===== src/rtl/div_dispatch.sv =====
// div_dispatch
// Feeds the shift-divider from a small FIFO of (dividend, divisor) pairs. Each
// pair is popped in IDLE, held on xD_o/yD_o for the whole operation and
// started with a one-cycle div_start pulse. The quotient is returned downstream
// over a valid/ready handshake. A zero divisor is trapped here and answered with
// an error, without starting the divider. If the divider does not answer within
// TIMEOUT WAIT cycles, the operation is abandoned with an error.
//
// Ports
//   c           clock, all state on the rising edge
//   rst_n       asynchronous active-low reset
//   in_valid    operand pair offered             in_ready   FIFO not full (registered count)
//   in_x/in_y   dividend / divisor
//   xD_o/yD_o   operands to the divider, held for the whole operation
//   div_start   one-cycle start pulse to the divider
//   div_done    divider finished, div_z valid    div_z      divider quotient
//   out_valid   result available                 out_ready  consumer accepts result
//   out_z       quotient (0 on error)            out_err    zero divisor or timeout
module div_dispatch #(
  parameter int W       = 6,
  parameter int DEPTH   = 4,
  parameter int TIMEOUT = 16
) (
  input  logic         c,
  input  logic         rst_n,
  input  logic         in_valid,
  output logic         in_ready,
  input  logic [W-1:0] in_x,
  input  logic [W-1:0] in_y,
  output logic [W-1:0] xD_o,
  output logic [W-1:0] yD_o,
  output logic         div_start,
  input  logic         div_done,
  input  logic [W-1:0] div_z,
  output logic         out_valid,
  input  logic         out_ready,
  output logic [W-1:0] out_z,
  output logic         out_err
);

  localparam int AW   = $clog2(DEPTH);
  localparam int CNTW = AW + 1;
  localparam int CW   = $clog2(TIMEOUT);
  localparam logic [CW-1:0]   TO_LAST = CW'(TIMEOUT - 1);
  localparam logic [CNTW-1:0] FULL    = CNTW'(DEPTH);

  typedef enum logic [1:0] {IDLE, ISSUE, WAIT, RESP} state_t;

  state_t          state_q, state_d;
  logic [AW-1:0]   wr_ptr_q, wr_ptr_d;
  logic [AW-1:0]   rd_ptr_q, rd_ptr_d;
  logic [CNTW-1:0] count_q, count_d;
  logic [CW-1:0]   wcnt_q, wcnt_d;
  logic [W-1:0]    xd_q, xd_d;
  logic [W-1:0]    yd_q, yd_d;
  logic [W-1:0]    z_q, z_d;
  logic            err_q, err_d;

  // Operand storage: {dividend, divisor} per entry. The head is read
  // combinationally so it can be latched in the same cycle it is popped.
  logic [2*W-1:0]  mem_q [DEPTH];
  logic [W-1:0]    head_x, head_y;
  logic            push, pop;

  // in_ready comes from the registered count only, so a pop on a full FIFO
  // does not reopen the input in that same cycle.
  assign in_ready  = (count_q != FULL);
  assign push      = in_valid && in_ready;
  assign pop       = (state_q == IDLE) && (count_q != '0);
  assign head_x    = mem_q[rd_ptr_q][2*W-1:W];
  assign head_y    = mem_q[rd_ptr_q][W-1:0];

  assign xD_o      = xd_q;
  assign yD_o      = yd_q;
  assign div_start = (state_q == ISSUE);
  assign out_valid = (state_q == RESP);
  assign out_z     = z_q;
  assign out_err   = err_q;

  always_ff @(posedge c) begin
    if (push) begin
      mem_q[wr_ptr_q] <= {in_x, in_y};
    end
  end

  // Pointers wrap naturally because DEPTH is a power of two.
  always_comb begin
    wr_ptr_d = wr_ptr_q + AW'(push);
    rd_ptr_d = rd_ptr_q + AW'(pop);
    count_d  = count_q + CNTW'(push) - CNTW'(pop);
  end

  always_comb begin
    state_d = state_q;
    wcnt_d  = wcnt_q;
    xd_d    = xd_q;
    yd_d    = yd_q;
    z_d     = z_q;
    err_d   = err_q;
    case (state_q)
      IDLE: begin
        if (pop) begin
          xd_d = head_x;
          yd_d = head_y;
          if (head_y == '0) begin
            // Zero divisor never reaches the divider.
            z_d     = '0;
            err_d   = 1'b1;
            state_d = RESP;
          end else begin
            state_d = ISSUE;
          end
        end
      end
      ISSUE: begin
        wcnt_d  = '0;
        state_d = WAIT;
      end
      WAIT: begin
        // div_done is checked first so it wins over a coincident timeout.
        if (div_done) begin
          z_d     = div_z;
          err_d   = 1'b0;
          wcnt_d  = '0;
          state_d = RESP;
        end else if (wcnt_q == TO_LAST) begin
          z_d     = '0;
          err_d   = 1'b1;
          wcnt_d  = '0;
          state_d = RESP;
        end else begin
          wcnt_d = wcnt_q + CW'(1);
        end
      end
      RESP: begin
        if (out_ready) begin
          state_d = IDLE;
        end
      end
      default: state_d = IDLE;
    endcase
  end

  always_ff @(posedge c or negedge rst_n) begin
    if (!rst_n) begin
      state_q  <= IDLE;
      wr_ptr_q <= '0;
      rd_ptr_q <= '0;
      count_q  <= '0;
      wcnt_q   <= '0;
      xd_q     <= '0;
      yd_q     <= '0;
      z_q      <= '0;
      err_q    <= 1'b0;
    end else begin
      state_q  <= state_d;
      wr_ptr_q <= wr_ptr_d;
      rd_ptr_q <= rd_ptr_d;
      count_q  <= count_d;
      wcnt_q   <= wcnt_d;
      xd_q     <= xd_d;
      yd_q     <= yd_d;
      z_q      <= z_d;
      err_q    <= err_d;
    end
  end

endmodule


===== config.mk =====
export PLATFORM = sky130hd
export DESIGN_NAME = div_dispatch
export DESIGN_NICKNAME = d
export VERILOG_FILES = /design/src/rtl/div_dispatch.sv
export SDC_FILE = /design/constraint.sdc
export NUM_CORES = 1
export LEC_CHECK = 0
export ABC_AREA = 0
export CELL_PAD_IN_SITES_DETAIL_PLACEMENT = 1
export CELL_PAD_IN_SITES_GLOBAL_PLACEMENT = 1
export CORE_MARGIN = 2
export CORE_UTILIZATION = 48
export CTS_BUF_LIST = sky130_fd_sc_hd__clkbuf_8
export DETAILED_ROUTE_END_ITERATION = 8
export HOLD_SLACK_MARGIN = 0.05
export PLACE_DENSITY_LB_ADDON = 0.1
export SLEW_MARGIN = 10
export SYNTH_ARGS = -nofsm -noshare
export SYNTH_HDL_FRONTEND = slang
export SYNTH_SLANG_ARGS = --single-unit

===== constraint.sdc =====
create_clock -name c -period 3 [get_ports c]
set_input_delay 0.6 -clock c [delete_from_list [all_inputs] [get_ports c]]
set_output_delay 0.6 -clock c [all_outputs]
set_load 0.01 [all_outputs]

Word level (Yosys, flattened, before mapping). Memories as Yosys holds them, arrays and structs flattened. Index checks and enable logic that the tools add are counted.

$add $sub $neg: 5. Multipliers: 0. Div/mod/pow operators: 0. Order comparisons: 0. Equal/unequal tests: 9. Shifts and indexed selects: 0. Multiplexer cells: 21. Bitwise logic cells: 0. Reductions and logical operators: 10.

Operators with widths (number): 2-to-1 mux 6 bit (4); case mux 6 bit (2 select lines) (1); 2-to-1 mux 2 bit (5); 2-to-1 mux 4 bit (2); case mux 2 bit (4 select lines) (1); case mux 4 bit (2 select lines) (1); logical NOT 6 bit (1); 2-to-1 mux 1 bit (6); inequality test 3 bit (second input constant) (2); adder 2 x 1 -> 2 bit (2); adder 4 x 1 -> 4 bit (second input constant) (1); == test 2 bit (second input constant) (2); == test 4 bit (second input constant) (1); inequality test 2 x 1 -> 1 bit (second input constant) (2); AND reduction 4 bit (1); nonzero test 2 bit (2); adder 3 x 1 -> 3 bit (1); AND reduction 3 bit (1); nonzero test 3 bit (1); subtractor 3 x 1 -> 3 bit (1); == test 2 x 1 -> 1 bit (second input constant) (1); logical AND 1 bit (2); logical NOT 2 bit (1); inequality test 2 bit (second input constant) (1); 2 further kinds (2).

Flip-flop bits (word level): 32. Latch bits: 0. RAM bits: 48. Memory bits (read-only): 0. Bits of input ports: 23. Output and inout bits: 22. Logic and storage cells: 55. Memories: 1.

Memories: mem_q (words 4, width 12, read ports 1, clocked after Yosys merged registers in 0, write ports 1, RTL line 61) `logic [2*W-1:0] mem_q [DEPTH];`.

Depth between registers and ports, before layout. Gate-level depths: netlist of the first run. An unclocked memory read counts as a cell.

Word-level depth: 5. Depth in mapped cells: 9. Gate-level depth less buffers: 9.

Least setup slack after synthesis of the first run. Ideal clock, no wire load.

Kind: register -> register. From: reg rd_ptr_q[1]. To: reg err_q (netlist: out_err). Arrival time: 2.063 ns. Data required time: 2.875 ns. Setup slack: 0.811 ns. Stages on the path, launching flop included: 8. Buffers on the path: 2. Period minus slack after synthesis: 2.189 ns. Cell sequence: dfrtp_1 buf_1 mux4_2 nor4_2 nand2_1 a211o_1 buf_6 mux2_4.

Word-level cells in the longest chain between the ends: 4.

Ends and longest elaborated chain: start: declaration (RTL line 51) `logic [AW-1:0] rd_ptr_q, rd_ptr_d;`; start signal: assignment (RTL line 158) `rd_ptr_q <= rd_ptr_d;`; memory (4 x 12 bit); logical NOT 6 bit (RTL line 105) `if (head_y == '0) begin`; inequality test 2 x 1 -> 1 bit (no line); AND reduction 4 bit (no line); end signal: assignment (RTL line 164) `err_q <= err_d;`; end: declaration (RTL line 57) `logic err_q, err_d;`.

No other way between the ends. A chain may end at the register's enable or synchronous reset.

Worst setup path after layout of the first run.
From: reg rd_ptr_q[0]. To: reg z_q[2] (netlist: out_z[2]).

Word-level cells in the longest chain between the ends: 4.

Ends and longest elaborated chain: memory (4 x 12 bit); logical NOT 6 bit (RTL line 105); inequality test 2 x 1 -> 1 bit (no line); AND reduction 4 bit (no line); end signal: assignment (RTL line 163) `z_q <= z_d;`; end: declaration (RTL line 56) `logic [W-1:0] z_q, z_d;`.

No other way between the ends.

==> flow_summary.json, run 1 <==
{
  "hpwl_um": 4470,
  "start_util": 0.489,
  "finalInstanceArea_um2": 4010,
  "die_h_um": 86.5,
  "slew_headroom": 0.533,
  "synth_seq_area_share": 0.686,
  "drtPass1Iterations": 4,
  "finalWirelength_um": 6430,
  "clk_pin_slew_ps": 90,
  "core-area_um2": 6680,
  "gr-total-overflow": 0,
  "synth_top_area_cell": "edfxtp_1",
  "gr-usage-met1": 0.254,
  "power_density_nw_per_um2": 1020,
  "ys_types": 29,
  "vias_per_cell": 5.37,
  "r2r-start": "rd_ptr_q[0]$_DFF_PN0_",
  "maxCapViolations": 0,
  "fin_crit_sh": 0.831,
  "setup_tns_ps": 0,
  "irDropWorstVdd_uv": 536,
  "io_pins": 45,
  "gr-usage-met2": 0.317,
  "cts_root_buffer": "clkbuf_8",
  "syn_area_per_cell_um2": 17.6,
  "required_ps": 3230,
  "start_kind": "flop",
  "synth_common_cells": "edfxtp_1 (48), dfrtp_1 (32), mux2_2 (13), mux4_2 (12), nand2_1 (9)",
  "endpoint_kind": "flop",
  "slowest_stage": "mux4_2",
  "tritoncts": "built",
  "status": "complete, no violations",
  "worstMarginPinSlew_ps": 699,
  "track_usage": 0.191,
  "drt_iter0_drc": 53,
  "p_leak_nw": 1.56,
  "hold_viol_final": 0,
  "dieArea_um2": 7480,
  "place_area_um2": 3810,
  "seq_area_um2": 2240,
  "nets": 273,
  "slew_violations": 0,
  "htreeDepth": 3,
  "ys_ff_latch": 80,
  "ys.flop_type": "edfxtp_1",
  "cts_resized": 0,
  "crit_fanout": 10,
  "grt_pass1_wl_um": 10600,
  "gp_congestion": 0.797,
  "top_usage_layer": "met2",
  "clock_insertion_delay_worst_skew_ps": 340,
  "critical-path-max-stage-delay_ps": 540,
  "grt_pass1_vias": 2033,
  "syn_area_um2": 3270,
  "cts.sinks": 80,
  "die_w_um": 86.5,
  "clk_path_buf_depth": 2,
  "synth_edf_count": 48,
  "fin_crit_ps": 2490,
  "grt_max_degree": 33,
  "worstSetupPathType": "flop to flop",
  "vias": 1750,
  "synth_fp_nets": 218,
  "setup_viol": 0,
  "io_buffers": 44,
  "rows": 30,
  "yosys_warnings": 0,
  "hold_start": "wcnt_q[3]$_DFFE_PN0P_",
  "fillers": 607,
  "antenna_found_initial": 0,
  "cts_hold_buf": 0,
  "crit_start": "rd_ptr_q[0]$_DFF_PN0_",
  "worst_hold_path_type": "flop to flop",
  "post_cts_buffers": 0,
  "path_cells": "buf_4 > mux4_2 > nor2_1 > nand2_1 > a211o_1 > mux2_4",
  "utilization": 0.600,
  "n_antenna_cell": 0,
  "drc": 0,
  "syn_to_final_growth_pct": 22.7,
  "synth_area_leaders": "edfxtp_1 (44%), dfrtp_1 (25%), mux4_2 (8.3%)",
  "drtAntennaViolNets": 0,
  "wl_per_cell_um": 19.7,
  "post-synth-top-count-cell": "edfxtp_1",
  "async_flop_share": 0.400,
  "multi_input_area_um2": 951,
  "drive_gt1_frac": 0.220,
  "fin_hold_ws_ps": 494,
  "timing.fmax_mhz": 401,
  "netlist.area_leader.share": 0.441,
  "synth_cells": 186,
  "cp.arrival_ps": 2720,
  "rsz0062_at_grt": "false",
  "skew_ps": 9.27,
  "cts_made_buffers": 9,
  "met3_usage": 0.0495
}
## metal layers
layer | part of all wire | up-vias
met3 | 0.043 | 5
met4 | 0.0061 | 0
met2 | 0.51 | 50
met1 | 0.44 | 890
met5 | 0 | -
li1 | - | 805
## registers in the layout, summed over array words and instances, names as in the netlist
register / count
xD_o: 6
out_z: 6
wr_ptr_q: 2
rd_ptr_q: 2
out_err: 1
yD_o: 6
mem_q: 48
state_q: 2
wcnt_q: 4
count_q: 3
## cell families after synthesis
kind of cell | after synthesis | share of synthesized area
AOI/OAI and AO/OA | 8 | 0.0145
buffers and inverters | 14 | 0.0230
adders and majority gates | 9 | 0.0368
DFF | 80 | 0.686
muxes | 35 | 0.169
xor gates and xnor gates | 6 | 0.0161
and+or+nand+nor | 34 | 0.0544
## placed cells by master (no fill, tap or decap), types with 2 or more instances in the layout
cell type        synthesis  final
xnor2_1                  5      5
mux2i_1                  2      2
and3_1                   8      8
dfrtp_1                 32     32
mux4_2                  12     12
inv_1                    8      8
nand3_1                  6      6
nand2_1                  9      9
o21ai_1                  2      2
inv_6                    0      3
clkdlybuf4s50_1          0     44
mux2_2                  13     13
edfxtp_1                48     48
clkbuf_8                 0      9
ha_1                     8      8
o21ai_0                  3      3
nor2_1                   5      5
buf_4                    0      6
nor3b_1                  2      2
mux2_4                   7      7
## per-stage QoR
| stage | power (mW) | setup slack [ps] | cells |
|---|---|---|---|
| after floorplan | 2.73 | 811 | 186 |
| after global placement | 3.22 | 547 | 310 |
| final | 4.07 | 506 | 326 |
| after detailed placement | 3.32 | 466 | 310 |
| after global routing | 4.33 | 358 | 326 |
| after CTS | 4.13 | 471 | 326 |
## critical path: cells and delay by family, from the launching register on
kind	cells	cell delay, ps
multiplexers	2	900
flip-flops	1	490
AO/OA/AOI/OAI	1	470
buffers and inverters	1	280
AND/OR/NAND/NOR	2	230
## report_power, final
part	leakage, nW	internal [mW]	total (mW)	switching (mW)
Combinational	0.631	0.853	1.58	0.731
Clock	0.0983	0.392	0.797	0.405
Sequential	0.834	1.51	1.69	0.177
Total	1.56	2.76	4.07	1.31
## layout make-up
type                            count  area share
Multi-Input combinational cell     92       0.237
Clock buffer                        9      0.0309
Timing Repair Buffer               50       0.121
Sequential cell                    80       0.559
Clock inverter                      7      0.0190
Inverter                            8     0.00749
Tap cell                           80      0.0250
## worst paths after layout
path                                         endpoint  slack, ps  depth (start not counted)
worst min register to register  wcnt_q[3]$_DFFE_PN0P_        490                          1
max in group asynchronous         yD_o[0]$_DFFE_PN0P_       2010                          2
min in group asynchronous         xD_o[0]$_DFFE_PN0P_        670                          2
worst max register to register   out_z[2]$_DFFE_PN0P_        510                          6
worst max-delay path             out_z[2]$_DFFE_PN0P_        510                          6
worst min-delay path            wcnt_q[3]$_DFFE_PN0P_        490                          1
No activity file was read; power rests on OpenSTA's default activity.
==> inputs of run 2 (changes only) <==
==> constraint.sdc (replaced) <==
create_clock -name c -period 2.6 [get_ports c]
set_input_delay 0.52 -clock c [delete_from_list [all_inputs] [get_ports c]]
set_output_delay 0.52 -clock c [all_outputs]
set_load 0.01 [all_outputs]
==> run 2 against run 1 <==
Clock skew decreased by 0.57 ps. Core utilization about the same. Worst setup slack got worse by 350 ps. Clock-buffer cell count unchanged. Cell area about the same. Flip-flop and latch count unchanged. Final cell count increased by 0.92%. Critical path type unchanged. Power increased by 14%. Sequential power increased by 16%.
==> flow_summary.json, run 2 (synthesis gave the netlist of run 1 again) <==
{
  "drtAntennaViolNets": 0,
  "worstSetupPathType": "flop to flop",
  "grt_pass1_wl_um": 10300,
  "hpwl_um": 4540,
  "gp_congestion": 0.794,
  "fin_crit_sh": 0.938,
  "dp.cells": 313,
  "crit_path_end": "out_z[2]$_DFFE_PN0P_",
  "cp.arrival_ps": 2670,
  "utilization": 0.600,
  "largest_register_ffs": 48,
  "rsz0062_at_grt": "false",
  "skew_ps": 8.70,
  "io_pins": 45,
  "slew_headroom": 0.585,
  "clk_path_buf_depth": 2,
  "drt_iter0_drc": 59,
  "dieArea_um2": 7480,
  "clk_pin_slew_ps": 90,
  "rrSetupSlack_ps": 160,
  "drive_gt1_frac": 0.241,
  "final_cells": 329,
  "cts.sinks": 80,
  "antenna_found_initial": 0,
  "fin_hold_ws_ps": 502,
  "setup_viol": 0,
  "cts_root_buffer": "clkbuf_8",
  "start_kind": "flop",
  "start_util": 0.489,
  "status": "complete, no violations",
  "vias": 1779,
  "endpoint_kind": "flop",
  "clock_insertion_delay_worst_skew_ps": 350,
  "die_w_um": 86.5,
  "r2r_cells": 6,
  "final_common_cell": "edfxtp_1",
  "power_density_nw_per_um2": 1160,
  "die_h_um": 86.5,
  "syn_to_final_growth_pct": 22.7,
  "rows": 30,
  "io_buffers": 44,
  "grt_max_degree": 33,
  "top_register": "mem_q",
  "r2r-start": "rd_ptr_q[0]$_DFF_PN0_",
  "crit_start": "rd_ptr_q[0]$_DFF_PN0_",
  "cts_hold_buf": 0,
  "track_usage": 0.188,
  "irDropWorstVdd_uv": 482,
  "pre_cts_slack_ps": 20.0,
  "fillers": 600,
  "nets": 276,
  "r2r_end": "out_z[2]$_DFFE_PN0P_",
  "wl_per_cell_um": 19.4,
  "required_ps": 2830,
  "worstMarginPinSlew_ps": 621,
  "fin_crit_ps": 2440,
  "slew_violations": 0,
  "crit_fanout": 10,
  "tritoncts": "built",
  "hold_viol_final": 0,
  "worst_hold_path_type": "flop to flop",
  "drtPass1Iterations": 4,
  "maxCapViolations": 0,
  "n_antenna_cell": 0,
  "drc": 0,
  "core-area_um2": 6680,
  "gr-total-overflow": 0,
  "layout_common_cells": "edfxtp_1 (48), clkdlybuf4s50_1 (44), dfrtp_1 (31)",
  "finalWirelength_um": 6390,
  "setup_tns_ps": 0,
  "timing.fmax_mhz": 410,
  "htreeDepth": 3,
  "vias_per_cell": 5.41,
  "grt_pass1_vias": 1994,
  "cts_made_buffers": 9,
  "p_leak_nw": 1.56,
  "fin_ws_ps": 161
}
-- run 2: layer usage --
| layer | routed length, um | GRT usage | vias to the layer above | share of wire |
|---|---|---|---|---|
| met5 | 0 | 0 | - | 0 |
| met4 | 127 | 0.0810 | 0 | 0.020 |
| met3 | 237 | 0.0381 | 11 | 0.037 |
| met2 | 3290 | 0.322 | 47 | 0.51 |
| met1 | 2740 | 0.233 | 913 | 0.43 |
| li1 | - | - | 808 | - |
-- run 2: timing repair --
action	CTS	global route
setup buffers	0	0
gates resized for setup	0	2
setup endpoints to repair	0	7
-- run 2: how the worst min path moves through the flow --
stage | from | end | slack, ps | depth (start not counted)
2_1_floorplan | rst_n | count_q[0]$_DFF_PN0_ | 220 | 0
3_3_place_gp | wcnt_q[3]$_DFFE_PN0P_ | wcnt_q[3]$_DFFE_PN0P_ | 470 | 1
3_5_place_dp | wcnt_q[3]$_DFFE_PN0P_ | wcnt_q[3]$_DFFE_PN0P_ | 490 | 1
4_1_cts | wcnt_q[3]$_DFFE_PN0P_ | wcnt_q[3]$_DFFE_PN0P_ | 510 | 1
5_1_grt | xD_o[3]$_DFFE_PN0P_ | xD_o[3]$_DFFE_PN0P_ | 540 | 1
6_report | wcnt_q[3]$_DFFE_PN0P_ | wcnt_q[3]$_DFFE_PN0P_ | 500 | 1
-- run 2: layout make-up --
cell class	instances	area (um2)	area share
sequential	80	2240	0.559
tap	80	100	0.0250
multi-input combinational	92	952	0.237
clock buffer	9	124	0.0309
timing repair buffer	53	508	0.127
inverter	8	30.0	0.00749
clock inverter	7	53.8	0.0134
-- run 2: report_power, final --
group / leakage, nW / internal (mW) / switching [mW]
combinational: 0.646 / 1.01 / 0.843
clock: 0.0822 / 0.353 / 0.475
sequential: 0.833 / 1.75 / 0.215
total: 1.56 / 3.11 / 1.53
-- run 2: critical path, stage by stage (launching register included) --
cell and delay (ps):
dfrtp_2 460, buf_4 260, mux4_2 550, nor2_1 180, nand2_1 70, a211o_2 450, mux2_4 330
-- run 2: stage by stage --
| step | total power, mW | instance area [um2] |
|---|---|---|
| global placement | 3.73 | 3830 |
| CTS | 4.70 | 4010 |
| finish | 4.64 | 4010 |
| floorplan | 3.15 | 3270 |
| detailed placement | 3.87 | 3830 |
| global route | 4.92 | 4010 |
